===== src/rtl/memory_arbiter.sv =====
// Shared-RAM arbiter: data requests normally beat instruction fetches, with a
// starvation override, round-robin fairness per class and a per-grant timeout.
package cpu_types_pkg;
  typedef enum logic [1:0] {FREE, BUSY, ACCESS, ERROR} ramstate_t;
endpackage

module memory_arbiter
  import cpu_types_pkg::*;
#(
  parameter int CPUS       = 2,
  parameter int STARVE_LIM = 4,
  parameter int TIMEOUT    = 255
) (
  input  logic                  CLK,
  input  logic                  nRST,
  input  logic [CPUS-1:0]       iREN,
  input  logic [CPUS-1:0]       dREN,
  input  logic [CPUS-1:0]       dWEN,
  input  logic [CPUS-1:0][31:0] iaddr,
  input  logic [CPUS-1:0][31:0] daddr,
  input  logic [CPUS-1:0][31:0] dstore,
  output logic [CPUS-1:0]       iwait,
  output logic [CPUS-1:0]       dwait,
  output logic [CPUS-1:0][31:0] iload,
  output logic [CPUS-1:0][31:0] dload,
  output logic                  ramREN,
  output logic                  ramWEN,
  output logic [31:0]           ramaddr,
  output logic [31:0]           ramstore,
  input  logic [31:0]           ramload,
  input  ramstate_t             ramstate,
  output logic                  fault
);
  localparam int OW = (CPUS > 1) ? $clog2(CPUS) : 1;
  localparam int SW = $clog2(STARVE_LIM + 1);
  localparam int TW = $clog2(TIMEOUT + 1);

  typedef enum logic [1:0] {IDLE, DSERV, ISERV} state_t;

  state_t        state_reg, state_next;
  logic [OW-1:0] owner_reg, owner_next;
  logic [OW-1:0] rr_reg, rr_next;
  logic [SW-1:0] starve_reg, starve_next;
  logic [TW-1:0] tmo_reg, tmo_next;
  logic          fault_reg, fault_next;
  logic          ipend_reg, ipend_next;

  logic [OW:0]   dsel, isel;
  logic [OW-1:0] rr_after_owner;
  logic          owner_req;

  // Returns {found, index} of the first set bit at or after base, wrapping.
  function automatic logic [OW:0] rr_pick(input logic [CPUS-1:0] req,
                                          input logic [OW-1:0]   base);
    logic [OW:0] res;
    int          idx;
    res = '0;
    for (int i = CPUS - 1; i >= 0; i--) begin
      idx = int'(base) + i;
      if (idx >= CPUS) idx = idx - CPUS;
      if (req[idx]) res = {1'b1, OW'(idx)};
    end
    return res;
  endfunction

  assign dsel = rr_pick(dREN | dWEN, rr_reg);
  assign isel = rr_pick(iREN, rr_reg);
  assign rr_after_owner = (owner_reg == OW'(CPUS - 1)) ? '0 : owner_reg + 1'b1;

  always_ff @(posedge CLK or negedge nRST) begin
    if (!nRST) begin
      state_reg  <= IDLE;
      owner_reg  <= '0;
      rr_reg     <= '0;
      starve_reg <= '0;
      tmo_reg    <= '0;
      fault_reg  <= 1'b0;
      ipend_reg  <= 1'b0;
    end else begin
      state_reg  <= state_next;
      owner_reg  <= owner_next;
      rr_reg     <= rr_next;
      starve_reg <= starve_next;
      tmo_reg    <= tmo_next;
      fault_reg  <= fault_next;
      ipend_reg  <= ipend_next;
    end
  end

  always_comb begin
    state_next  = state_reg;
    owner_next  = owner_reg;
    rr_next     = rr_reg;
    starve_next = starve_reg;
    tmo_next    = tmo_reg;
    fault_next  = fault_reg;
    ipend_next  = ipend_reg;
    owner_req   = 1'b0;
    case (state_reg)
      IDLE: begin
        tmo_next = '0;
        if (isel[OW] && (starve_reg >= SW'(STARVE_LIM))) begin
          state_next = ISERV;
          owner_next = isel[OW-1:0];
        end else if (dsel[OW]) begin
          state_next = DSERV;
          owner_next = dsel[OW-1:0];
          ipend_next = |iREN;
        end else if (isel[OW]) begin
          state_next = ISERV;
          owner_next = isel[OW-1:0];
        end
      end
      DSERV, ISERV: begin
        owner_req = (state_reg == DSERV) ? (dREN[owner_reg] | dWEN[owner_reg])
                                         : iREN[owner_reg];
        if (ramstate == ACCESS) begin
          state_next = IDLE;
          rr_next    = rr_after_owner;
          tmo_next   = '0;
          // Starvation is only charged for completed data grants that overtook a fetch.
          if (state_reg == ISERV)
            starve_next = '0;
          else if (ipend_reg && (starve_reg < SW'(STARVE_LIM)))
            starve_next = starve_reg + 1'b1;
        end else if (!owner_req) begin
          state_next = IDLE;
          tmo_next   = '0;
        end else if (tmo_reg >= TW'(TIMEOUT - 1)) begin
          state_next = IDLE;
          fault_next = 1'b1;
          tmo_next   = '0;
          rr_next    = rr_after_owner;
        end else begin
          tmo_next = tmo_reg + 1'b1;
        end
      end
      default: state_next = IDLE;
    endcase
  end

  always_comb begin
    ramREN   = 1'b0;
    ramWEN   = 1'b0;
    ramaddr  = '0;
    ramstore = '0;
    iwait    = '1;
    dwait    = '1;
    case (state_reg)
      DSERV: begin
        ramREN   = dREN[owner_reg];
        ramWEN   = dWEN[owner_reg] & ~dREN[owner_reg];
        ramaddr  = daddr[owner_reg];
        ramstore = dstore[owner_reg];
        if (ramstate == ACCESS) dwait[owner_reg] = 1'b0;
      end
      ISERV: begin
        ramREN  = iREN[owner_reg];
        ramaddr = iaddr[owner_reg];
        if (ramstate == ACCESS) iwait[owner_reg] = 1'b0;
      end
      default: ;
    endcase
  end

  generate
    for (genvar gi = 0; gi < CPUS; gi++) begin : g_load
      assign iload[gi] = ramload;
      assign dload[gi] = ramload;
    end
  endgenerate

  assign fault = fault_reg;

endmodule


===== config.mk =====
export PLATFORM = sky130hd
export DESIGN_NAME = memory_arbiter
export DESIGN_NICKNAME = d
export VERILOG_FILES = /design/src/rtl/memory_arbiter.sv
export SDC_FILE = /design/constraint.sdc
export NUM_CORES = 1
export LEC_CHECK = 0
export CAP_MARGIN = 15
export CORE_AREA = 2 2 168 170
export CTS_BUF_LIST = sky130_fd_sc_hd__clkbuf_16
export DETAILED_ROUTE_END_ITERATION = 8
export DIE_AREA = 0 0 170 172
export GPL_TIMING_DRIVEN = 1
export PLACE_DENSITY = 0.54
export SKIP_LAST_GASP = 1
export SYNTH_ARGS = -nofsm -noshare
export SYNTH_HDL_FRONTEND = slang
export SYNTH_SLANG_ARGS = --single-unit

===== constraint.sdc =====
create_clock -name CLK -period 4.1 [get_ports CLK]
set_input_delay 0.615 -clock CLK [delete_from_list [all_inputs] [get_ports CLK]]
set_output_delay 0.615 -clock CLK [all_outputs]
set_load 0.01 [all_outputs]

==> results of run 1 <==
## layer usage
metal | part of all wire, % | up-vias
li1 | - | 1772
met1 | 42 | 1622
met2 | 47 | 208
met3 | 10 | 17
met4 | 0.79 | 0
met5 | 0 | -
## cells by family after synthesis
logic type	Yosys count	synth area share, %
and+or+nand+nor	113	16.4
buffers and inverters	167	28.9
adders and majority gates	7	2.24
muxes	100	28.0
DFF	17	10.9
AOI/OAI and AO/OA	70	13.1
xor gates and xnor gates	2	0.449
## final cells by class
type,count,area share [%]
well taps,346,7.08
flip-flops and latches,17,7.02
inverters,9,0.553
clock buffers,3,1.23
multi-input cells,292,38.6
clock inverters,1,0.0614
repair buffers,278,45.5
## worst max-delay path, stage by stage (launching register included)
cell             delay (ns)
dfrtp_4                0.84
buf_12                 0.34
mux2_2                 0.37
a22oi_1                0.21
nor2b_1                0.07
clkdlybuf4s50_1        0.51
## power breakdown
part	switching, uW	internal [uW]	leakage (uW)
clock network	63.4	129	0.0000423
logic	954	1190	0.00190
registers	127	209	0.000213
total	1150	1530	0.00216
## cells in the final DEF (no fill, tap or decap), drive strengths merged, types with 2 or more instances in the layout
cell type        n
nand3            5
a22o             2
xnor2            2
or2              3
a21o             2
o22ai            2
nor2             8
clkdlybuf4s50  272
o31ai            2
o21ai            7
mux2i           34
dfrtp           17
mux2            65
inv             10
o211ai           5
nor3             6
clkbuf           3
a211oi           3
ha               7
nand2b           2
buf              6
a21oi            6
nor2b           67
a22oi           33
nand2           16
## per-stage QoR
stage	hold slack (ns)	instances
floorplan	0.319	476
global placement	0.479	942
detailed placement	0.470	942
CTS	0.496	946
global route	0.556	946
finish	0.495	946
## worst paths after layout
check	to	cells past startpoint	from
setup / recovery	ramaddr[24]	5	owner_reg
hold / removal	fault	1	fault
setup reg to reg	tmo_reg[0]	7	state_reg[1]
hold reg to reg	fault	1	fault
max in group asynchronous	owner_reg	1	nRST
min in group asynchronous	tmo_reg[1]	1	nRST
==> reports/metrics.cfg, run 1 <==
[status]
status=finished clean

[detailed_routing]
viasPerCell=3.83
post-route-drc-count=0
drtAntennaViolNets=0
vias=3619
drt_iter0_markers=102
avgRoutedWirePerCell_um=15.6
wl_um=14700
firstDrtPassIters=4

[worst_setup_path]
critPathCaptureType=output pin
critPathLaunchType=flop
required_ns=3.48
path_max_fanout=51
worstSetupPathType=reg -> out
r2r_setup_slack_ns=1.80
critPathArrivalTime_ns=2.66

[synthesis]
synth_cells=476
ys_top_cells_by_area=buf_4, mux2_2, dfrtp_1, nor2b_1, mux2i_1
synth_common_cells=buf_4, nor2b_1, mux2_2, mux2i_1, a22oi_1
synth_area_per_cell_sq_um=8.20
yosysMostFrequentCell=buf_4
syn_nets=717
synth_seq_cells=17
async_flop_share_pct=100
netlist-cell-type-count=45
synthFlopType=dfrtp_1
synth_edf_count=0
synth_area_leader_cell=buf_4
synthesis.area_sq_um=3900
synth.yosys.warnings=0
synth-seq-area-share_pct=10.9
synth_top_area_share_pct=24.8

[global_route]
grtUsageMet3_pct=2.98
grt_pass1_vias=3426
grt_remaining_overflow=0
antenna_found_initial=0
grt_use_met1_pct=11.2
grt_start_max_net_pins=52
grt.busiest_layer=met2
grt_pass1_wl_um=20300
met2_usage_pct=15.2
track_usage_pct=8.97

[clock_network]
clkSinkCount=17
clk_latency_ns=0.24
clk_pin_slew_ns=0.05
cts_setup_buffers=0
cts_tree=built
root_buffer=clkbuf_16
cts_buffers=3
postCtsResizedCells=0
cts_max_level=1
postCtsHoldBufs=0
clk_path_buf_depth=2

[power_and_ir_drop]
peakVddDrop_mv=0.327
p_leak_uw=0.00216
finalPower_uw=2680
power_per_cell_area_nw_per_um2=438

[sta]
worstMarginPinSlew_ns=0.829
maxSlewHeadroom_pct=44.5
finalCritPeriodShare_pct=80.0
hold_violations=0
fin_skew_ns=0.00219
setup_tns_ns=0
setup_ws_ns=0.821
final_max_slew_viol_count=0
fin_crit_ns=3.28
rsz0062_at_grt=false
setup_viol=0
fmax_mhz=305

[floorplanning]
ios=433
fp.dieH_um=172
core_sq_um=27500
rows=61
dieArea_sq_um=29200
fp.dieW_um=170
floorplan.initialDensity_pct=14.2

[final_layout]
area_delta_synth_final_pct=56.5
nFillCells=3017
drive_above_1_share_pct=13.7
utilization_pct=22.2
nets=842
seq_area_sq_um=429
largest_reg_flops=8
fin_area_sq_um=6110
multiInputGateArea_sq_um=2360
antenna_cells=0

[placement]
dp.final_hpwl_um=11600
port_buffers=272
pre_cts_slack_ns=0.845
dpl_cell_area_sq_um=6030
place_congestion=0.729

[min_path]
holdCritPathClass=reg -> reg

[run]
cap_violations=0

Power figures use the tool's default switching activity.
==> run 2: changes to the inputs <==
- PLACE_DENSITY: 0.54 -> 0.56
- clock period: 4.1 -> 2.7 ns (I/O delays scaled with it)
==> run 2 against run 1 <==
Compared with the run above: combinational power grew 64%; first-iteration DRC count rose by 12%; final cell count up 0.53%.
==> reports/metrics.cfg, run 2 (synthesis results as in run 1) <==
[detailed_routing]
firstDrtPassIters=4
post-route-drc-count=0
viasPerCell=3.84
drt_iter0_markers=114
avgRoutedWirePerCell_um=14.6
drtAntennaViolNets=0
wl_um=13900
vias=3650

[worst_setup_path]
critPathCaptureType=output pin
worstPathCellList=buf_12 > mux2_2 > a22oi_1 > nor2b_1 > clkdlybuf4s50_1
worstSetupPathType=reg -> out
crit_family=buffers and inverters
critPathArrivalTime_ns=2.15
worst-path-buf-inv=2
worst_path_max_delay_cell=clkdlybuf4s50_1
max_stage_delay_ns=0.50
critPathLaunchType=flop
path_max_fanout=42
required_ns=2.30

[placement]
dpl_cell_area_sq_um=6130
port_buffers=272
place_congestion=0.695
dp.final_hpwl_um=10900

[final_layout]
final_common_cell=clkdlybuf4s50_1
nets=847
antenna_cells=0
final_cell_mix=clkdlybuf4s50_1, nor2b_1, mux2_2, mux2i_1, a22oi_1
largest_reg_flops=8
fin_area_sq_um=6210
drive_above_1_share_pct=14.7
area_delta_synth_final_pct=59.1

[clock_network]
clk_pin_slew_ns=0.06
postCtsHoldBufs=0
cts_max_level=1
clk_path_buf_depth=2
cts_tree=built
cts_buffers=3
root_buffer=clkbuf_16
cts_setup_buffers=0
postCtsResizedCells=0
clkSinkCount=17
clk_latency_ns=0.25

[power_and_ir_drop]
p_leak_uw=0.00220
peakVddDrop_mv=0.361
power_per_cell_area_nw_per_um2=678

[floorplanning]
rows=61
fp.dieH_um=172
dieArea_sq_um=29200
floorplan.initialDensity_pct=14.2
fp.dieW_um=170
core_sq_um=27500
ios=433

[status]
status=finished clean

[global_route]
grt_remaining_overflow=0
antenna_found_initial=0
grt_pass1_vias=3428
track_usage_pct=8.32
grt_pass1_wl_um=19300
grt_start_max_net_pins=51

[sta]
setup_viol=0
finalCritPeriodShare_pct=94.5
worstMarginPinSlew_ns=0.830
hold_ws_ns=0.487
fin_crit_ns=2.55
setup_tns_ns=0
hold_violations=0
rsz0062_at_grt=false
maxSlewHeadroom_pct=44.5
fin_skew_ns=0.00341
final_max_slew_viol_count=0
fmax_mhz=392

[run]
cap_violations=0

[min_path]
holdCritPathClass=reg -> reg

-- run 2: power breakdown --
group / switching (uW) / internal [uW]
Clock: 106 / 199
Sequential: 68.5 / 319
Combinational: 1560 / 1960
-- run 2: final timing paths --
| kind | startpoint | end | slack (ns) | cells after the start |
|---|---|---|---|---|
| worst min-delay path | fault | fault | 0.49 | 1 |
| worst max register to register | state_reg[1] | tmo_reg[0] | 0.59 | 7 |
| worst max-delay path | owner_reg | ramaddr[0] | 0.15 | 5 |
| worst min register to register | fault | fault | 0.49 | 1 |
| max in group asynchronous | nRST | owner_reg | 1.46 | 1 |
| min in group asynchronous | nRST | rr_reg | 0.63 | 1 |
-- run 2: final cells by class --
class | count | area [sq um]
fillers | 3018 | 21300
repair buffers | 283 | 2880
multi-input cells | 292 | 2360
well taps | 346 | 433
flip-flops and latches | 17 | 429
clock buffers | 3 | 75.1
inverters | 9 | 33.8
clock inverters | 1 | 5.00
-- run 2: layer usage --
metal / share of wire [%] / track usage [%]
met1: 41 / 9.98
met2: 46 / 14.4
met3: 11 / 3.02
met4: 0.99 / 1.56
met5: 0 / 0
-- run 2: worst reg2reg max path: cells and delay by family (launching register included) --
kind	cells	cell delay [ns]
flip-flops	1	0.42
AO/OA/AOI/OAI	2	0.37
AND/OR/NAND/NOR	1	0.28
adder cells (fa/ha/maj)	1	0.24
multiplexers	1	0.39
buffers and inverters	2	0.30
-- run 2: stage by stage --
step,worst slack [ns],total power (uW),instances,util (%)
floorplan,0.803,2610,476,-
global placement,0.407,3970,947,22.3
detailed placement,0.401,3970,947,22.3
CTS,0.136,4290,951,22.6
global route,0.0170,4550,951,22.6
finish,0.148,4210,951,22.6
==> run 3: changes to the inputs <==
- CAP_MARGIN: 15 -> not set
==> results of run 3 <==
The final DEF is identical to that of run 2; final timing and power are the same.
